===== config.mk =====
export PLATFORM = sky130hd
export DESIGN_NAME = serdes_cfg_sequencer
export DESIGN_NICKNAME = d
export VERILOG_FILES = /design/src/rtl/serdes_cfg_pkg.sv /design/src/rtl/serdes_seq_fsm.sv /design/src/rtl/serdes_cfg_sequencer.sv
export SDC_FILE = /design/constraint.sdc
export NUM_CORES = 1
export LEC_CHECK = 0
export ABC_AREA = 1
export CAP_MARGIN = 20
export CORE_ASPECT_RATIO = 0.8
export CORE_MARGIN = 3
export CORE_UTILIZATION = 30
export DETAILED_ROUTE_END_ITERATION = 8
export PLACE_DENSITY = 0.61
export SYNTH_ARGS = -nofsm -noshare
export SYNTH_HDL_FRONTEND = slang
export SYNTH_SLANG_ARGS = --single-unit
export TNS_END_PERCENT = 20

===== constraint.sdc =====
create_clock -name wb_clk_i -period 1.9 [get_ports wb_clk_i]
set_input_delay 0.19 -clock wb_clk_i [delete_from_list [all_inputs] [get_ports wb_clk_i]]
set_output_delay 0.19 -clock wb_clk_i [all_outputs]
set_load 0.005 [all_outputs]

===== src/rtl/serdes_cfg_pkg.sv =====
`default_nettype none
// ============================================================================
// Module      : serdes_cfg_pkg
// Description : Shared register offsets, field positions and sequencer state
//               encoding for the SerDes configuration sequencer.
// Revision    : 1.0 - initial release
// ============================================================================
package serdes_cfg_pkg;

    typedef enum logic [2:0] {
        ST_IDLE     = 3'd0,
        ST_RST_HOLD = 3'd1,
        ST_OSC_ON   = 3'd2,
        ST_AUX_ON   = 3'd3,
        ST_INJ_ON   = 3'd4,
        ST_FFTL_ON  = 3'd5,
        ST_RUN      = 3'd6
    } seq_state_e;

    localparam logic [7:0] C_OFF_CTRL   = 8'h00;
    localparam logic [7:0] C_OFF_STATUS = 8'h04;
    localparam logic [7:0] C_OFF_DLY    = 8'h08;
    localparam logic [7:0] C_OFF_CFG0   = 8'h0C;
    localparam logic [7:0] C_OFF_CFG1   = 8'h10;
    localparam logic [7:0] C_OFF_PI     = 8'h14;
    localparam logic [7:0] C_OFF_TEST   = 8'h18;

    localparam int C_CTRL_START_BIT  = 0;
    localparam int C_CTRL_ABORT_BIT  = 1;
    localparam int C_CTRL_INJ_BIT    = 2;
    localparam int C_STATUS_BLK_BIT  = 4;

    localparam int C_CFG0_DIV_LSB   = 0;
    localparam int C_CFG0_DIV_W     = 6;
    localparam int C_CFG0_AVG_LSB   = 6;
    localparam int C_CFG0_AVG_W     = 5;
    localparam int C_CFG0_STEP_LSB  = 11;
    localparam int C_CFG0_STEP_W    = 4;
    localparam int C_CFG0_PERB_LSB  = 15;
    localparam int C_CFG0_PERB_W    = 4;

    localparam int C_TEST_MUX_LSB   = 0;
    localparam int C_TEST_MUX_W     = 4;
    localparam int C_TEST_CLKI_LSB  = 4;
    localparam int C_TEST_CLKI_W    = 2;
    localparam int C_TEST_CLKQ_LSB  = 6;
    localparam int C_TEST_CLKQ_W    = 2;
    localparam int C_TEST_BUFN_LSB  = 8;
    localparam int C_TEST_BUFN_W    = 6;
    localparam int C_TEST_BUFP_LSB  = 14;
    localparam int C_TEST_BUFP_W    = 6;

    localparam logic [31:0] C_MASK_DLY  = 32'h0000_FFFF;
    localparam logic [31:0] C_MASK_CFG0 = 32'h0007_FFFF;
    localparam logic [31:0] C_MASK_CFG1 = 32'h0000_1FFF;
    localparam logic [31:0] C_MASK_PI   = 32'h000F_FFFF;
    localparam logic [31:0] C_MASK_TEST = 32'h000F_FFFF;

    // Byte-lane merge of write data into the old value, masked to the register width.
    function automatic logic [31:0] apply_be(input logic [31:0] old_v,
                                             input logic [31:0] new_v,
                                             input logic [3:0]  sel,
                                             input logic [31:0] mask);
        logic [31:0] w_res;
        w_res = old_v;
        for (int b = 0; b < 4; b++) begin
            if (sel[b]) begin
                w_res[8*b +: 8] = new_v[8*b +: 8];
            end
        end
        return w_res & mask;
    endfunction

endpackage
`default_nettype wire


===== src/rtl/serdes_seq_fsm.sv =====
`default_nettype none
// ============================================================================
// Module      : serdes_seq_fsm
// Description : Bring-up sequencer: state register, per-step dwell counter and
//               registered decode of core reset, enables and PRBS reset.
// Revision    : 1.0 - initial release
// ============================================================================
module serdes_seq_fsm
    import serdes_cfg_pkg::*;
(
    input  logic        clk,
    input  logic        rst_n,
    input  logic        i_start,
    input  logic        i_abort,
    input  logic [15:0] i_dly,
    output seq_state_e  o_state,
    output logic        o_core_rst,
    output logic        o_rst_prbs,
    output logic        o_osc_en,
    output logic        o_aux_osc_en,
    output logic        o_inj_en,
    output logic        o_fftl_en,
    output logic        o_seq_irq
);

    seq_state_e  r_state;
    seq_state_e  w_state_nxt;
    logic [15:0] r_cnt;
    logic [15:0] w_cnt_nxt;
    logic [15:0] w_dwell;

    // A zero dwell still spends one cycle in each step.
    assign w_dwell = (i_dly == 16'd0) ? 16'd1 : i_dly;

    always_comb begin
        w_state_nxt = r_state;
        w_cnt_nxt   = r_cnt;
        if (i_abort) begin
            w_state_nxt = ST_IDLE;
        end else if (i_start) begin
            w_state_nxt = ST_RST_HOLD;
            w_cnt_nxt   = w_dwell;
        end else begin
            case (r_state)
                ST_RST_HOLD, ST_OSC_ON, ST_AUX_ON, ST_INJ_ON, ST_FFTL_ON: begin
                    if (r_cnt <= 16'd1) begin
                        w_state_nxt = seq_state_e'(r_state + 3'd1);
                        w_cnt_nxt   = w_dwell;
                    end else begin
                        w_cnt_nxt   = r_cnt - 16'd1;
                    end
                end
                default: begin
                    w_state_nxt = r_state;
                end
            endcase
        end
    end

    // Outputs decode the next state so they change in step with r_state.
    always_ff @(posedge clk or negedge rst_n) begin
        if (!rst_n) begin
            r_state      <= ST_IDLE;
            r_cnt        <= 16'd1;
            o_core_rst   <= 1'b1;
            o_rst_prbs   <= 1'b1;
            o_osc_en     <= 1'b0;
            o_aux_osc_en <= 1'b0;
            o_inj_en     <= 1'b0;
            o_fftl_en    <= 1'b0;
            o_seq_irq    <= 1'b0;
        end else begin
            r_state      <= w_state_nxt;
            r_cnt        <= w_cnt_nxt;
            o_core_rst   <= (w_state_nxt == ST_IDLE) || (w_state_nxt == ST_RST_HOLD);
            o_rst_prbs   <= (w_state_nxt != ST_RUN);
            o_osc_en     <= (w_state_nxt >= ST_OSC_ON);
            o_aux_osc_en <= (w_state_nxt >= ST_AUX_ON);
            o_inj_en     <= (w_state_nxt >= ST_INJ_ON);
            o_fftl_en    <= (w_state_nxt >= ST_FFTL_ON);
            o_seq_irq    <= (r_state == ST_FFTL_ON) && (w_state_nxt == ST_RUN);
        end
    end

    assign o_state = r_state;

endmodule
`default_nettype wire


===== src/rtl/serdes_cfg_sequencer.sv =====
`default_nettype none
// ============================================================================
// Module      : serdes_cfg_sequencer
// Description : Wishbone-slave config register bank and bring-up sequencer
//               for the SerDes / injection-locked-oscillator core.
// Revision    : 1.0 - initial release
// ============================================================================
module serdes_cfg_sequencer
    import serdes_cfg_pkg::*;
#(
    parameter logic [31:0] BASE_ADDR   = 32'h3000_0000,
    parameter logic [15:0] DLY_DEFAULT = 16'd1024
) (
    input  logic        wb_clk_i,
    input  logic        rst_n,
    input  logic        wbs_stb_i,
    input  logic        wbs_cyc_i,
    input  logic        wbs_we_i,
    input  logic [3:0]  wbs_sel_i,
    input  logic [31:0] wbs_adr_i,
    input  logic [31:0] wbs_dat_i,
    output logic        wbs_ack_o,
    output logic [31:0] wbs_dat_o,
    output logic        core_rst,
    output logic        rst_prbs,
    output logic        osc_en,
    output logic        aux_osc_en,
    output logic        inj_en,
    output logic        fftl_en,
    output logic        inj_error,
    output logic [5:0]  div_ratio_half,
    output logic [4:0]  avg_window,
    output logic [3:0]  step_size,
    output logic [3:0]  con_perb,
    output logic [12:0] manual_control_osc,
    output logic [19:0] pi_con,
    output logic [3:0]  test_mux_select,
    output logic [1:0]  clk_I_select,
    output logic [1:0]  clk_Q_select,
    output logic [5:0]  ctl_buf_n,
    output logic [5:0]  ctl_buf_p,
    output logic        seq_irq
);

    logic        r_ack;
    logic [31:0] r_rdata;
    logic        r_inj;
    logic [31:0] r_dly;
    logic [31:0] r_cfg0;
    logic [31:0] r_cfg1;
    logic [31:0] r_pi;
    logic [31:0] r_test;
    logic        r_wr_blocked;

    logic        w_hit;
    logic        w_acc;
    logic        w_wr;
    logic [7:0]  w_off;
    logic        w_cfg_ok;
    logic        w_cfg_target;
    logic        w_start;
    logic        w_abort;
    logic        w_blk_set;
    logic        w_blk_clr;
    logic [31:0] w_rd_mux;
    seq_state_e  w_state;

    assign w_hit = wbs_stb_i && wbs_cyc_i && (wbs_adr_i[31:8] == BASE_ADDR[31:8]);
    // Accept only while ack is low so every access takes exactly two cycles.
    assign w_acc = w_hit && !r_ack;
    assign w_wr  = w_acc && wbs_we_i;
    assign w_off = wbs_adr_i[7:0];

    assign w_cfg_ok     = (w_state == ST_IDLE) || (w_state == ST_RUN);
    assign w_cfg_target = (w_off == C_OFF_CFG0) || (w_off == C_OFF_CFG1) ||
                          (w_off == C_OFF_PI)   || (w_off == C_OFF_TEST);

    assign w_start   = w_wr && (w_off == C_OFF_CTRL) && wbs_sel_i[0] && wbs_dat_i[C_CTRL_START_BIT];
    assign w_abort   = w_wr && (w_off == C_OFF_CTRL) && wbs_sel_i[0] && wbs_dat_i[C_CTRL_ABORT_BIT];
    assign w_blk_set = w_wr && w_cfg_target && !w_cfg_ok;
    assign w_blk_clr = w_wr && (w_off == C_OFF_STATUS) && wbs_sel_i[0] && wbs_dat_i[C_STATUS_BLK_BIT];

    always_comb begin
        w_rd_mux = 32'h0;
        case (w_off)
            C_OFF_CTRL:   w_rd_mux = {29'h0, r_inj, 2'b00};
            C_OFF_STATUS: w_rd_mux = {27'h0, r_wr_blocked, (w_state == ST_RUN), w_state};
            C_OFF_DLY:    w_rd_mux = r_dly;
            C_OFF_CFG0:   w_rd_mux = r_cfg0;
            C_OFF_CFG1:   w_rd_mux = r_cfg1;
            C_OFF_PI:     w_rd_mux = r_pi;
            C_OFF_TEST:   w_rd_mux = r_test;
            default:      w_rd_mux = 32'h0;
        endcase
    end

    always_ff @(posedge wb_clk_i or negedge rst_n) begin
        if (!rst_n) begin
            r_ack        <= 1'b0;
            r_rdata      <= 32'h0;
            r_inj        <= 1'b0;
            r_dly        <= {16'h0, DLY_DEFAULT};
            r_cfg0       <= 32'h0;
            r_cfg1       <= 32'h0;
            r_pi         <= 32'h0;
            r_test       <= 32'h0;
            r_wr_blocked <= 1'b0;
        end else begin
            r_ack   <= w_acc;
            r_rdata <= w_acc ? w_rd_mux : 32'h0;
            if (w_wr) begin
                case (w_off)
                    C_OFF_CTRL: begin
                        if (wbs_sel_i[0]) r_inj <= wbs_dat_i[C_CTRL_INJ_BIT];
                    end
                    C_OFF_DLY:  r_dly <= apply_be(r_dly, wbs_dat_i, wbs_sel_i, C_MASK_DLY);
                    C_OFF_CFG0: begin
                        if (w_cfg_ok) r_cfg0 <= apply_be(r_cfg0, wbs_dat_i, wbs_sel_i, C_MASK_CFG0);
                    end
                    C_OFF_CFG1: begin
                        if (w_cfg_ok) r_cfg1 <= apply_be(r_cfg1, wbs_dat_i, wbs_sel_i, C_MASK_CFG1);
                    end
                    C_OFF_PI: begin
                        if (w_cfg_ok) r_pi <= apply_be(r_pi, wbs_dat_i, wbs_sel_i, C_MASK_PI);
                    end
                    C_OFF_TEST: begin
                        if (w_cfg_ok) r_test <= apply_be(r_test, wbs_dat_i, wbs_sel_i, C_MASK_TEST);
                    end
                    default: begin
                    end
                endcase
            end
            // A fresh block event wins over a clear landing in the same cycle.
            if (w_blk_set) begin
                r_wr_blocked <= 1'b1;
            end else if (w_blk_clr) begin
                r_wr_blocked <= 1'b0;
            end
        end
    end

    serdes_seq_fsm u_seq_fsm (
        .clk          (wb_clk_i),
        .rst_n        (rst_n),
        .i_start      (w_start),
        .i_abort      (w_abort),
        .i_dly        (r_dly[15:0]),
        .o_state      (w_state),
        .o_core_rst   (core_rst),
        .o_rst_prbs   (rst_prbs),
        .o_osc_en     (osc_en),
        .o_aux_osc_en (aux_osc_en),
        .o_inj_en     (inj_en),
        .o_fftl_en    (fftl_en),
        .o_seq_irq    (seq_irq)
    );

    assign wbs_ack_o          = r_ack;
    assign wbs_dat_o          = r_rdata;
    assign inj_error          = r_inj;
    assign div_ratio_half     = r_cfg0[C_CFG0_DIV_LSB  +: C_CFG0_DIV_W];
    assign avg_window         = r_cfg0[C_CFG0_AVG_LSB  +: C_CFG0_AVG_W];
    assign step_size          = r_cfg0[C_CFG0_STEP_LSB +: C_CFG0_STEP_W];
    assign con_perb           = r_cfg0[C_CFG0_PERB_LSB +: C_CFG0_PERB_W];
    assign manual_control_osc = r_cfg1[12:0];
    assign pi_con             = r_pi[19:0];
    assign test_mux_select    = r_test[C_TEST_MUX_LSB  +: C_TEST_MUX_W];
    assign clk_I_select       = r_test[C_TEST_CLKI_LSB +: C_TEST_CLKI_W];
    assign clk_Q_select       = r_test[C_TEST_CLKQ_LSB +: C_TEST_CLKQ_W];
    assign ctl_buf_n          = r_test[C_TEST_BUFN_LSB +: C_TEST_BUFN_W];
    assign ctl_buf_p          = r_test[C_TEST_BUFP_LSB +: C_TEST_BUFP_W];

endmodule
`default_nettype wire


# Word level (Yosys, flattened, before mapping)
# Cells that the tools add are included.
# word_totals
word_cells,105
ff_bits,149
# op_classes
bitwise,1
reduce_logical,43
eq_ne,16
order_cmp,5
add_sub_neg,2
n_mux,12
# ops
op,n
$pmux 20 s7,1
$mux 16,4
$reduce_and 4->1,11
$mux 32,1
$eq 24x22->1 const B,1
$eq 8x5->1 const B,3
$eq 8x4->1 const B,2
$le 16x1->1 const B,1
$logic_not 16->1,1
$sub 16x1->16 const B,1
$logic_and 1x1->1,14
$eq 3x3->1 const B,4
$mux 3,4
$reduce_and 3->1,3
$eq 8x3->1 const B,1
$logic_not 8->1,1
$eq 3x1->1 const B,2
$eq 3x2->1 const B,2
$ge 3x2->1 const B,2
$ge 3x3->1 const B,2
$logic_not 3->1,2
$logic_or 1x1->1,5
$reduce_or 5->1,1
$reduce_bool 2->1,2
6 further kinds,8

# Depth between registers and ports, before layout
# logic_depth
word_depth,11
depth_mapped,14
mapped_depth_nobuf,13

# Modules after synthesis
# Synthesis repeated with hierarchy kept, for this count alone.
# hier_totals
cells_unflattened,947
area_unflattened_um2,7417.1
# modules_own_cells
module,seq_area_each_um2,cells_per_inst,n_inst,area_each_um2
serdes_cfg_sequencer,2778.9,705,1,5654.2
serdes_seq_fsm,629.4,242,1,1762.9

# Worst setup path before layout
# No wires, ideal clock.
# synth_timing
kind,register to register
startpoint,reg u_seq_fsm.r_cnt[0]
endpoint,reg u_seq_fsm.r_cnt[3]
setup_time_ns,0.117
arrival_ns,1.726
path_stages_with_launch,12
required_time_ns,1.783
slack_ns,0.057
path_cell_list,dfstp_2 > inv_1 > ha_1 > nand3_1 > inv_1 > nand2_1 > nand2_1 > nand3_1 > clkbuf_1 > nand4_1 > nand3_1 > nand2_1
# synth_between
elab_chain_len,4
elab_cells_between_ends,5
cone_classes,1 x add/sub; 1 x order compare; 3 x mux
# synth_rtl
item,line,source
start: declaration,serdes_seq_fsm.sv:28,logic [15:0] r_cnt;
start signal: assignment,serdes_seq_fsm.sv:74,r_cnt <= w_cnt_nxt;
$sub 16x1->16 or $le 16x1->1 (tied branches),"serdes_seq_fsm.sv:50, serdes_seq_fsm.sv:46",
$mux 16 *,serdes_seq_fsm.sv:46,if (r_cnt <= 16'd1) begin
$mux 16 *,serdes_seq_fsm.sv:44,case (r_state)
$mux 16 *,serdes_seq_fsm.sv:40,end else if (i_start) begin
# Every way passes the cells marked *; elsewhere a longest branch is shown, timed or not. The select of a mux whose other input is x is not followed.
# A chain may end at the register's enable or synchronous reset.

# Worst setup path after layout
# layout_timing
startpoint,reg u_seq_fsm.r_state[1] (netlist: u_seq_fsm.o_state[1])
endpoint,reg r_cfg0[11]
# layout_between
elab_chain_len,3
elab_cells_between_ends,4
cone_classes,1 x eq/ne; 3 x reduce/logical
# layout_rtl
item,line,source
start: declaration,serdes_seq_fsm.sv:26,seq_state_e r_state;
start signal: assignment,serdes_seq_fsm.sv:73,r_state <= w_state_nxt;
$eq 3x3->1 or $logic_not 3->1 (tied branches),serdes_cfg_sequencer.sv:74,assign w_cfg_ok = (w_state == ST_IDLE) || (w_state == ST_RUN);
$logic_or 1x1->1 *,serdes_cfg_sequencer.sv:74,
$reduce_and 4->1 (no line) *,--,
end signal: assignment,serdes_cfg_sequencer.sv:118,"if (w_cfg_ok) r_cfg0 <= apply_be(r_cfg0, wbs_dat_i, wbs_sel_i, C_MASK_CFG0);"
end: declaration,serdes_cfg_sequencer.sv:49,logic [31:0] r_cfg0;
# Every way passes the cells marked *; elsewhere a longest branch is shown, timed or not.

==> results.md <==
- The flow ran to the end, and the final reports show no timing, DRC or antenna violations.
- In this run the number of H-tree levels came out at 4.
- Yosys printed 0 warnings.
- In this run the worst path has a maximum fanout of 8.
- The signal arrival time at the worst endpoint is 2120 ps.
- The element type at the critical path end is a flop.
- In this run, the combinational gates consume 4.9% of the power.
- Of the synthesized area, sequential elements account for a little over 50%.
- The number of sinks driven by the clock tree is 137.
- The final instance count without filler cells is ~1400.
- The number of hold violations in the final report was 0.
- The most critical setup path has its startpoint at u_seq_fsm.o_state[1].
- Wires add up to 21600 um.
- In this run the mean area of a mapped cell was 8.13 um^2.
- The final critical-path share of the clock period is 95.8%.
- The register-to-register setup slack is about 79 ps.
- The maximum operating frequency is 0.549 GHz.
- Setup violations remaining at the end of the flow were counted as 0.
- In the synthesized netlist, the number of instances is 831.
- The layout overhead on the synthesized area is 50.7%.
- The number of placed I/O pins is 186.
- The initialized floorplan defines between 40 and 50 standard-cell rows.
- In this run the static leakage power is 4.78 nW.
- The final routed DRC violation total is 0.
- Before CTS, the worst setup slack after placement is -224 ps.
- The worst path buffer plus inverter count is 3.
- The core region area is 21900 um^2.
- Global routing finished with a remaining overflow of 0.
- In the final routed layout, each cell accounts on average for 15.7 um.
- The overall die area is 24400 um^2.
- Setup repair after global routing could not meet its margin everywhere.
- The part of the total power dissipated in the clock network is 50.3%.
- The worst setup path is launched from a flop.
- The CTS tree is yes.
- Dividing total power by cell area gives a power density of 641 nW/um^2.
- In the synthesized netlist the async set-or-reset flop fraction comes to 100%.
- Traced cell by cell, the critical path runs through inv_2, ha_2, a21oi_4, nor4_4, buf_4, buf_8, nand2_8, nand2_1, o21ai_1.
- The number of max-cap violations is 0.
- Setup slack closes at a little under 80 ps.
- The count of nets left with antenna violations after detail routing is 0.
- The power after layout is 0.00653 W.
- By startpoint and endpoint, the worst setup path is classified as flop to flop.
- Synthesis instantiated 45 different standard cells from the library.
- The launch instance of the worst register-to-register path is u_seq_fsm.o_state[1].
- The starting density of the core is 30.9%.
- The number of buffers added on ports is 160.
- Registers are responsible for between 40 and 50% of the overall power.
- The final core area utilization is between 40% and 50%.
- Grouping stages by cell kind, the critical path spends the most delay in flip-flops.
- The worst hold-check slack is 276 ps.
- Entering global routing, the biggest net connects 58 pins.
- In this run, CTS created clock tree buffers numbering 17.
- The count of state elements after synthesis is 137.
- For the worst-skew pair, the clock arrives at the later sink with an insertion delay of between 400 and 500 ps.
- At the worst endpoint, the required time is 2200 ps.
- The post-route netlist has between 15 and 20% of its cells at a drive strength greater than 1.
- The CTS root buffer is clkbuf_16.
- The total number of vias is 6429.
- The count of inserted antenna diode cells is 0.
- In this run the worst hold path is classified as input pin to async pin.
- The first-pass iteration count of the detailed router is 5.
- The violation count after the first detailed-route iteration is 454.
- The horizontal die dimension is 174 um.
- The endpoint identified for the worst register-to-register timing path is r_cfg0[11].
- The half-perimeter wire length of the detailed placement result is roughly 16000 um.
- For this design the total switching power over the nets is 0.00150 W.
- Counting flops with a built-in enable in the synthesized netlist gives 0.
- Counting cells, the worst reg-to-reg path comes to 9.
- IR analysis of the VDD net gives a maximum drop of 0.488 mV.
- The peak per-stage delay on the critical path is 460 ps.
- The final layout contains 1147 nets.
- The height of the die is 140 um.
- The cell with the largest stage delay on the worst path is dfrtp_2.
- The final critical path time including I/O delays and setup is 1820 ps.
- The clock passes through at most 2 buffers.
- The switching part of the total power is 23.0%.
- The layout has around 2100 filler cells.
- For this run, the leading register cell type out of synthesis is dfrtp_1.
- Global routing used 17.5% of the available tracks.
- The initial antenna violation count is 0.
- The clock transition time at the flip-flop clock pins of the worst setup and hold paths is roughly 60 ps.
- At the end of routability-driven placement, the weighted congestion stood at 0.889.
- The via count of the first global-routing pass is 6308.
- Between clock sinks in the finished design, the worst skew comes to 14.4 ps.
- The cell total after placement is approximately 1300.
- The internal power of the cells totals 0.00503 W.
- The first global-routing pass estimated 33900 um of wire.
- Summing every instance area after synthesis gives 6760 um^2.
- After detailed routing, the number of vias per cell comes to 4.66.
- The max-slew violation total from the final report came to 0.
==> cell usage in the layout (no fill, tap or decap), types with 3 or more instances in the layout <==
| master | count |
|---|---|
| a21oi_1 | 16 |
| a221oi_1 | 11 |
| a31oi_1 | 4 |
| a41oi_1 | 4 |
| buf_12 | 10 |
| buf_4 | 70 |
| clkbuf_16 | 18 |
| clkbuf_8 | 4 |
| clkdlybuf4s50_1 | 159 |
| clkinvlp_4 | 3 |
| conb_1 | 12 |
| dfrtp_1 | 132 |
| dfstp_2 | 4 |
| ha_2 | 3 |
| inv_1 | 79 |
| inv_2 | 9 |
| inv_6 | 6 |
| nand2_1 | 227 |
| nand2_2 | 16 |
| nand2_4 | 4 |
| nand3_1 | 72 |
| nand3_2 | 4 |
| nand4_1 | 9 |
| nor2_1 | 39 |
| nor2_2 | 10 |
| nor2_4 | 7 |
| nor3_1 | 3 |
| nor4_1 | 3 |
| o21ai_0 | 63 |
| o21ai_1 | 33 |
| xnor2_1 | 4 |
| xor2_1 | 7 |
==> state kept, by name, indices dropped and copies added (netlist names) <==
signal,cells
u_seq_fsm.o_rst_prbs,1
r_wr_blocked,1
r_dly,16
r_cfg0,19
u_seq_fsm.o_state,3
r_cfg1,13
r_test,20
r_pi,20
u_seq_fsm.o_aux_osc_en,1
u_seq_fsm.o_core_rst,1
u_seq_fsm.o_fftl_en,1
u_seq_fsm.o_inj_en,1
u_seq_fsm.o_seq_irq,1
u_seq_fsm.r_cnt,16
wbs_dat_o,20
inj_error,1
wbs_ack_o,1
u_seq_fsm.o_osc_en,1
==> final cells by class <==
type	instances	area [um^2]	share of cell area, %
clock buffer	22	484	4.76
clock inverter	10	105	1.03
inverter	89	339	3.33
multi-input combinational	579	3050	30.0
sequential	137	3430	33.7
tap	300	375	3.69
timing repair buffer	244	2390	23.5
==> layer usage <==
metal | wire length [um] | GRT usage (%) | share of wire (%)
met3 | 1610 | 5.15 | 7.4
met1 | 9980 | 24.7 | 46
met2 | 9760 | 26.5 | 45
met5 | 0 | 0 | 0
met4 | 276 | 4.61 | 1.3
==> worst register-to-register path, cell delays in order (launching register included) <==
cell     delay (ps)
dfrtp_2         460
inv_2           100
ha_2            210
a21oi_4         100
nor4_4          320
buf_4           180
buf_8           140
nand2_8          90
nand2_1          70
o21ai_1          60
==> power by group through the flow <==
stage	Sequential (W)	Combinational [W]	Clock [W]
floorplan	0.00297	0.0000956	0
global placement	0.00297	0.000321	0
detailed placement	0.00297	0.000323	0
CTS	0.00292	0.000327	0.00334
global route	0.00292	0.000358	0.00347
finish	0.00292	0.000323	0.00329
==> synth_stat cells (2+ instances only) <==
master | n | area (um^2)
nor2_2 | 7 | 43.8
clkbuf_1 | 15 | 56.3
nand3b_1 | 2 | 15.0
xnor2_1 | 4 | 35.0
nand3_1 | 75 | 375
nand2_2 | 5 | 31.3
a31oi_1 | 4 | 25.0
nand4_1 | 9 | 56.3
nor2_4 | 3 | 33.8
nor3_1 | 4 | 20.0
buf_2 | 9 | 45.0
ha_1 | 6 | 75.1
o21ai_1 | 31 | 155
dfrtp_1 | 133 | 3330
a221oi_1 | 11 | 96.3
dfstp_2 | 4 | 105
and2_1 | 2 | 12.5
o21ai_0 | 66 | 330
nor4_1 | 3 | 18.8
inv_2 | 5 | 18.8
a21oi_1 | 18 | 90.1
nor2_1 | 46 | 173
buf_4 | 13 | 97.6
xor2_1 | 7 | 61.3
o22ai_1 | 2 | 12.5
inv_1 | 83 | 312
nand2_1 | 243 | 912
a41oi_1 | 4 | 35.0
==> worst max-delay path by stage <==
| stage | cells past startpoint | endpoint | slack [ps] |
|---|---|---|---|
| after floorplan | 11 | u_seq_fsm.r_cnt[3] | 60 |
| after detailed placement | 10 | r_cfg1[9] | -220 |
| after global placement | 10 | r_cfg1[8] | -210 |
| after global routing | 12 | u_seq_fsm.o_fftl_en | -40 |
| after CTS | 11 | r_cfg0[0] | 10 |
| final | 9 | r_cfg0[11] | 80 |
==> metrics by stage <==
step                TNS (ps)  instance area (um^2)
finish                     0                 10200
global route            -149                 10200
CTS                        0                  9890
detailed placement    -17600                  9260
global placement      -16120                  9260
floorplan                  0                  6800
==> kinds of logic (layout without fill, tap and decap cells) <==
kind of cell / after synthesis / after routing / synth area share [%]
and+or+nand+nor: 410 / 411 / 27.1
AOI/OAI and AO/OA: 139 / 139 / 11.4
DFF: 137 / 137 / 50.8
buffers and inverters: 127 / 365 / 8.09
xor gates and xnor gates: 11 / 11 / 1.43
adders and majority gates: 6 / 6 / 1.11
other: 1 / 12 / 0.0555
==> what timing repair did <==
action | CTS | global route
endpoints found under the hold margin | 37 | 0
gates cloned | 0 | 2
gates resized for setup | 4 | 59
hold buffers | 1 | 0
pin swaps | 0 | 19
buffers inserted | 0 | 6
setup endpoints to repair | 28 | 93
(Power assumes the default switching activity.)
